## config.mk

```make
export PLATFORM = sky130hd
export DESIGN_NAME = unflatten_stream
export DESIGN_NICKNAME = d
export VERILOG_FILES = /design/src/rtl/unflatten_stream_pkg.sv /design/src/rtl/raster_counter.sv /design/src/rtl/unflatten_stream.sv
export SDC_FILE = /design/constraint.sdc
export NUM_CORES = 1
export LEC_CHECK = 0
export ABC_CLOCK_PERIOD_IN_PS = 2270
export CELL_PAD_IN_SITES_DETAIL_PLACEMENT = 1
export CELL_PAD_IN_SITES_GLOBAL_PLACEMENT = 1
export CORE_MARGIN = 2
export CORE_UTILIZATION = 29
export DETAILED_ROUTE_END_ITERATION = 8
export PLACE_DENSITY_LB_ADDON = 0.1
export SLEW_MARGIN = 20
export SYNTH_ARGS = -nofsm -noshare
export SYNTH_HDL_FRONTEND = slang
export SYNTH_SLANG_ARGS = --single-unit
```

## constraint.sdc

```tcl
create_clock -name clk -period 2.27 [get_ports clk]
set_clock_uncertainty 0.05 [all_clocks]
set_input_delay 0.454 -clock clk [delete_from_list [all_inputs] [get_ports clk]]
set_output_delay 0.454 -clock clk [all_outputs]
set_load 0.02 [all_outputs]
```

## src/rtl/unflatten_stream_pkg.sv

```systemverilog
// Shared CNN stage definitions: element width, pooled map geometry and the
// packed 2D map type used by both the flatten and unflatten stages.
package unflatten_stream_pkg;

    localparam int DATA_WIDTH       = 8;
    localparam int POOL_OFMAP_SIZE  = 2;
    localparam int POOL_PIXEL_COUNT = POOL_OFMAP_SIZE * POOL_OFMAP_SIZE;

    // One pooled feature map, row-major, element [0][0] first.
    typedef logic [0:POOL_OFMAP_SIZE-1][0:POOL_OFMAP_SIZE-1][DATA_WIDTH-1:0] pool_map_t;

    // Counter width able to hold 0..count-1, never narrower than one bit.
    function automatic int cnt_width(input int count);
        return (count > 1) ? $clog2(count) : 1;
    endfunction

endpackage

```

## src/rtl/raster_counter.sv

```systemverilog
// Raster-order position tracker for an N x N window: row/col plus linear
// index, advancing column-first, with an at_last flag on the final position.
// A restart request returns the position to the origin.
module raster_counter
    import unflatten_stream_pkg::*;
#(
    parameter int N = POOL_OFMAP_SIZE,
    localparam int RC_W  = cnt_width(N),
    localparam int IDX_W = cnt_width(N * N)
) (
    input  logic             clk,
    input  logic             reset,
    input  logic             advance,
    input  logic             restart,
    output logic [RC_W-1:0]  row,
    output logic [RC_W-1:0]  col,
    output logic [IDX_W-1:0] idx,
    output logic             at_last
);

    localparam logic [RC_W-1:0]  COL_MAX = RC_W'(N - 1);
    localparam logic [IDX_W-1:0] IDX_MAX = IDX_W'(N * N - 1);

    logic [RC_W-1:0]  row_q, row_d;
    logic [RC_W-1:0]  col_q, col_d;
    logic [IDX_W-1:0] idx_q, idx_d;

    assign row     = row_q;
    assign col     = col_q;
    assign idx     = idx_q;
    assign at_last = (idx_q == IDX_MAX);

    // Next position: origin on restart or wrap, otherwise step column-first.
    always_comb begin
        row_d = row_q;
        col_d = col_q;
        idx_d = idx_q;
        if (restart || (advance && at_last)) begin
            row_d = '0;
            col_d = '0;
            idx_d = '0;
        end else if (advance) begin
            idx_d = idx_q + 1'b1;
            if (col_q == COL_MAX) begin
                col_d = '0;
                row_d = row_q + 1'b1;
            end else begin
                col_d = col_q + 1'b1;
            end
        end
    end

    // Position registers.
    always_ff @(posedge clk) begin
        if (reset) begin
            row_q <= '0;
            col_q <= '0;
            idx_q <= '0;
        end else begin
            row_q <= row_d;
            col_q <= col_d;
            idx_q <= idx_d;
        end
    end

endmodule

```

## src/rtl/unflatten_stream.sv

```systemverilog
// Rebuilds N x N pooled feature maps from a raster-ordered element stream.
// Two map banks ping-pong: one fills while the other is presented to the
// consumer. Framing errors on in_last are flagged sticky on frame_err.
module unflatten_stream
    import unflatten_stream_pkg::*;
(
    input  logic                  clk,
    input  logic                  reset,
    input  logic                  in_valid,
    output logic                  in_ready,
    input  logic [DATA_WIDTH-1:0] in_data,
    input  logic                  in_last,
    output logic                  out_valid,
    input  logic                  out_ready,
    output logic [0:POOL_OFMAP_SIZE-1][0:POOL_OFMAP_SIZE-1][DATA_WIDTH-1:0] feature_out,
    output logic                  frame_err
);

    localparam int N     = POOL_OFMAP_SIZE;
    localparam int RC_W  = cnt_width(N);
    localparam int IDX_W = cnt_width(POOL_PIXEL_COUNT);
    localparam logic [IDX_W-1:0] LAST_IDX = IDX_W'(POOL_PIXEL_COUNT - 1);

    logic [1:0] full_cnt_q, full_cnt_d;
    logic       wr_bank_q, wr_bank_d;
    logic       rd_bank_q, rd_bank_d;
    logic       frame_err_q, frame_err_d;

    logic [RC_W-1:0]  wr_row;
    logic [RC_W-1:0]  wr_col;
    logic [IDX_W-1:0] wr_idx;
    logic             wr_at_last;

    logic accept;
    logic out_fire;
    logic complete;
    logic early_last;

    // in_ready depends only on the registered bank count, never on out_ready.
    assign in_ready   = (full_cnt_q != 2'd2);
    assign out_valid  = (full_cnt_q != 2'd0);
    assign frame_err  = frame_err_q;

    assign accept     = in_valid && in_ready;
    assign out_fire   = out_valid && out_ready;
    assign complete   = accept && wr_at_last;
    assign early_last = accept && in_last && (wr_idx != LAST_IDX);

    raster_counter #(
        .N (N)
    ) u_wr_pos (
        .clk     (clk),
        .reset   (reset),
        .advance (accept),
        .restart (accept && in_last),
        .row     (wr_row),
        .col     (wr_col),
        .idx     (wr_idx),
        .at_last (wr_at_last)
    );

    genvar gi;
    generate
        for (gi = 0; gi < 2; gi++) begin : g_bank
            pool_map_t bank_q, bank_d;

            // Capture the accepted element when this bank is the write target.
            always_comb begin
                bank_d = bank_q;
                if (accept && (int'(wr_bank_q) == gi)) begin
                    bank_d[wr_row][wr_col] = in_data;
                end
            end

            // Bank storage; reset clears the map to zeros.
            always_ff @(posedge clk) begin
                if (reset) begin
                    bank_q <= '0;
                end else begin
                    bank_q <= bank_d;
                end
            end
        end
    endgenerate

    assign feature_out = rd_bank_q ? g_bank[1].bank_q : g_bank[0].bank_q;

    // Bank pointers, completed-bank count and sticky framing error.
    // An early last leaves the pointers alone: the partial bank is simply
    // overwritten from the origin by the next map.
    always_comb begin
        wr_bank_d   = wr_bank_q ^ complete;
        rd_bank_d   = rd_bank_q ^ out_fire;
        full_cnt_d  = full_cnt_q + 2'(complete) - 2'(out_fire);
        frame_err_d = frame_err_q | early_last | (complete && !in_last);
    end

    // Control registers.
    always_ff @(posedge clk) begin
        if (reset) begin
            wr_bank_q   <= 1'b0;
            rd_bank_q   <= 1'b0;
            full_cnt_q  <= 2'd0;
            frame_err_q <= 1'b0;
        end else begin
            wr_bank_q   <= wr_bank_d;
            rd_bank_q   <= rd_bank_d;
            full_cnt_q  <= full_cnt_d;
            frame_err_q <= frame_err_d;
        end
    end

endmodule

```

==> metrics <==
status=finished, final reports clean; cell family with most CP delay=buffers and inverters; Synth Net Count=around 340; Site Rows=39; Root Buffer=clkbuf_16; critical path's slowest cell=mux2_2; Routed Antenna Nets=0; H-tree levels=3; gr usage total=0.143; most frequent cells in the layout=dfxtp_1 (73), nand2b_1 (72), mux2i_1 (64); area leader, netlist=dfxtp_1; post-DP HPWL=5.59 mm; crit path time final=approximately 2200 ps; Worst VDD drop=0.358 mV; worst-margin pin slew=roughly 550 ps; fmax=462 MHz; Die ar.=around 13000 sq um; Switching Share=0.239; post-layout net count=around 370; GP Congestion=0.658; synthesized area per cell=roughly 11 sq um; max-capacitance violation count=0; WS Path Type=register to output port; routed vias/inst=~4.7; Pwr per Cell Area=~710 nW/um^2; clock share of power=0.470; Gate Count Post-Synth=322; nature of the critical path endpoint=output port; synthesized flop and latch total=73; Flop pwr share=0.435; Slew Limit Fails=0; port buffer count=47; Layout area overhead=23.3%; DR WL/cell=16.8 um; area post-placement=roughly 4000 sq um; Logic pwr share=0.095; Synth top area share=0.422; first-pass GRT wire length=about 14 mm; Switch Pwr=slightly above 0.7 mW; CP max stage delay=380 ps; CP arrival=1660 ps; DRT met1 WL=between 4 and 5 mm; crit share post-route=0.953; Post-Syn Area=3460 sq um; endpoints failing setup=0; TritonCTS clock tree=done; largest net degree at the start of global routing=35; setup slack, reg-to-reg=490 ps; post-placement cell count=between 400 and 500; CP Buf/Inv Count=2; grt ovf=0; clock sink total=73; post-CTS repair timing setup buffer count=0; DR vias=2355; Top Ports=48; RSZ-0062 raised after global routing=false; main area contributors after synthesis=dfxtp_1 (42%), mux2i_1 (18%), nand2b_1 (13%); distinct cell type count after synthesis=37; Starting Density=0.301; Pint=between 2 and 2.5 mW; vias in the first global route=2547; DR DRC count=0; total wire length=between 8 and 9 mm; met3 WL post-DR=313 um; layout cells sized above 1=0.188; fin cells=roughly 500; crit-path cells=buf_12 -> mux2_2 -> dlygate4sd2_1; height of the die=between 100 and 150 um; antenna violations before repair=0; CORE AREA=around 12000 sq um; antenna cells=0; CP Max Fanout=33; most common library cell in the layout ignoring fill and taps=dfxtp_1; Die Span X=between 100 and 150 um; Final Cell Area=4270 sq um; total negative slack=0 ps; hold buffers post-CTS=0; CTS buffer count=9; Fin. Hold Viols=0; Syn. warnings=0; clk buf depth=2; Highest Signal Layer=met4; WP data required=between 1500 and 2000 ps; leakage=2.07 nW; worst skew pair latency=330 ps; met2 wire len=~4 mm; Slew headroom=0.633; post-synthesis sequential area ratio=0.422; CP Launch Type=register; initial DRC count=between 60 and 70; detailed-router iteration count before antenna repair=4; Worst Hold Class=register to register; CTS clk-pin slew, worst paths=60 ps
-- path summary, 6_finish.rpt --
check	start	endpoint	cells past startpoint
hold reg to reg	g_bank[1].bank_q[13]	g_bank[1].bank_q[13]	2
setup reg to reg	full_cnt_q[1]	full_cnt_q[1]	9
setup / recovery	rd_bank_q	feature_out[7]	3
hold / removal	g_bank[1].bank_q[13]	g_bank[1].bank_q[13]	2
-- logic make-up (layout without fill, tap and decap cells) --
group / Yosys count / count (layout) / share of synthesized area
mux: 97 / 97 / 0.292
buf+inv: 33 / 73 / 0.0498
simple gates: 103 / 103 / 0.202
xor+xnor: 3 / 3 / 0.00759
compound gates: 10 / 10 / 0.0163
flops: 73 / 73 / 0.422
fa+ha+maj: 3 / 3 / 0.0108
-- flip-flops by register name (all words and copies together) (netlist names) --
| name | flops |
|---|---|
| full_cnt_q | 2 |
| u_wr_pos.row | 1 |
| frame_err | 1 |
| rd_bank_q | 1 |
| g_bank.bank_q | 64 |
| u_wr_pos.idx | 2 |
| wr_bank_q | 1 |
| u_wr_pos.col | 1 |
-- power by group through the flow --
stage / logic [mW] / clock network, mW / registers (mW)
after floorplan: 0.204 / 0 / 1.34
after global placement: 0.305 / 0 / 1.35
after detailed placement: 0.305 / 0 / 1.35
after CTS: 0.295 / 1.48 / 1.32
after global routing: 0.312 / 1.55 / 1.33
final: 0.289 / 1.43 / 1.32
-- worst register-to-register path, stage by stage (launching register included) --
cell and delay (ps):
dfxtp_1 390, nor2b_4 230, inv_2 80, nand3_1 120
ha_1 240, inv_1 50, ha_1 140, xor2_1 180
and2_1 150, nor3_1 40
-- metal layers --
metal | vias to the layer above | GRT usage
li1 | 1155 | -
met1 | 1157 | 0.178
met2 | 38 | 0.235
met3 | 5 | 0.0525
met4 | 0 | 0.0341
met5 | - | 0
-- cell type report --
type / count / area, sq um
Multi-Input combinational cell: 216 / 1830
Clock buffer: 11 / 243
Sequential cell: 73 / 1460
Tap cell: 143 / 179
Inverter: 3 / 11.3
Timing Repair Buffer: 54 / 490
Clock inverter: 5 / 55.1
Fill cell: 1278 / 7250
-- Yosys cell counts, drive strengths merged --
cell / count
a21oi: 4
a31oi: 1
and2: 2
and2b: 2
and3: 1
and4: 1
buf: 23
clkbuf: 7
dfxtp: 73
ha: 3
inv: 3
mux2: 33
mux2i: 64
nand2b: 72
nand3: 6
nand4: 4
nand4b: 3
nor2: 6
nor2b: 3
nor3: 2
o21a: 1
o21ai: 3
o31ai: 1
or2: 1
xnor2: 1
xor2: 2
-- per-stage QoR --
stage | setup slack (ps) | hold slack (ps) | total power, mW | util
3_3_place_gp | 187 | 405 | 1.66 | 0.348
4_1_cts | 86.8 | 427 | 3.10 | 0.371
5_1_grt | 40.9 | 447 | 3.18 | 0.371
2_1_floorplan | 613 | 395 | 1.55 | -
3_5_place_dp | 157 | 412 | 1.66 | 0.348
6_report | 106 | 423 | 3.04 | 0.371
-- what timing repair did --
item                       4_1_cts  5_1_grt
hold endpoints to repair         0        0
setup endpoints to repair       32        0
resized for setup               32        0
No activity file was read; power rests on OpenSTA's default activity.
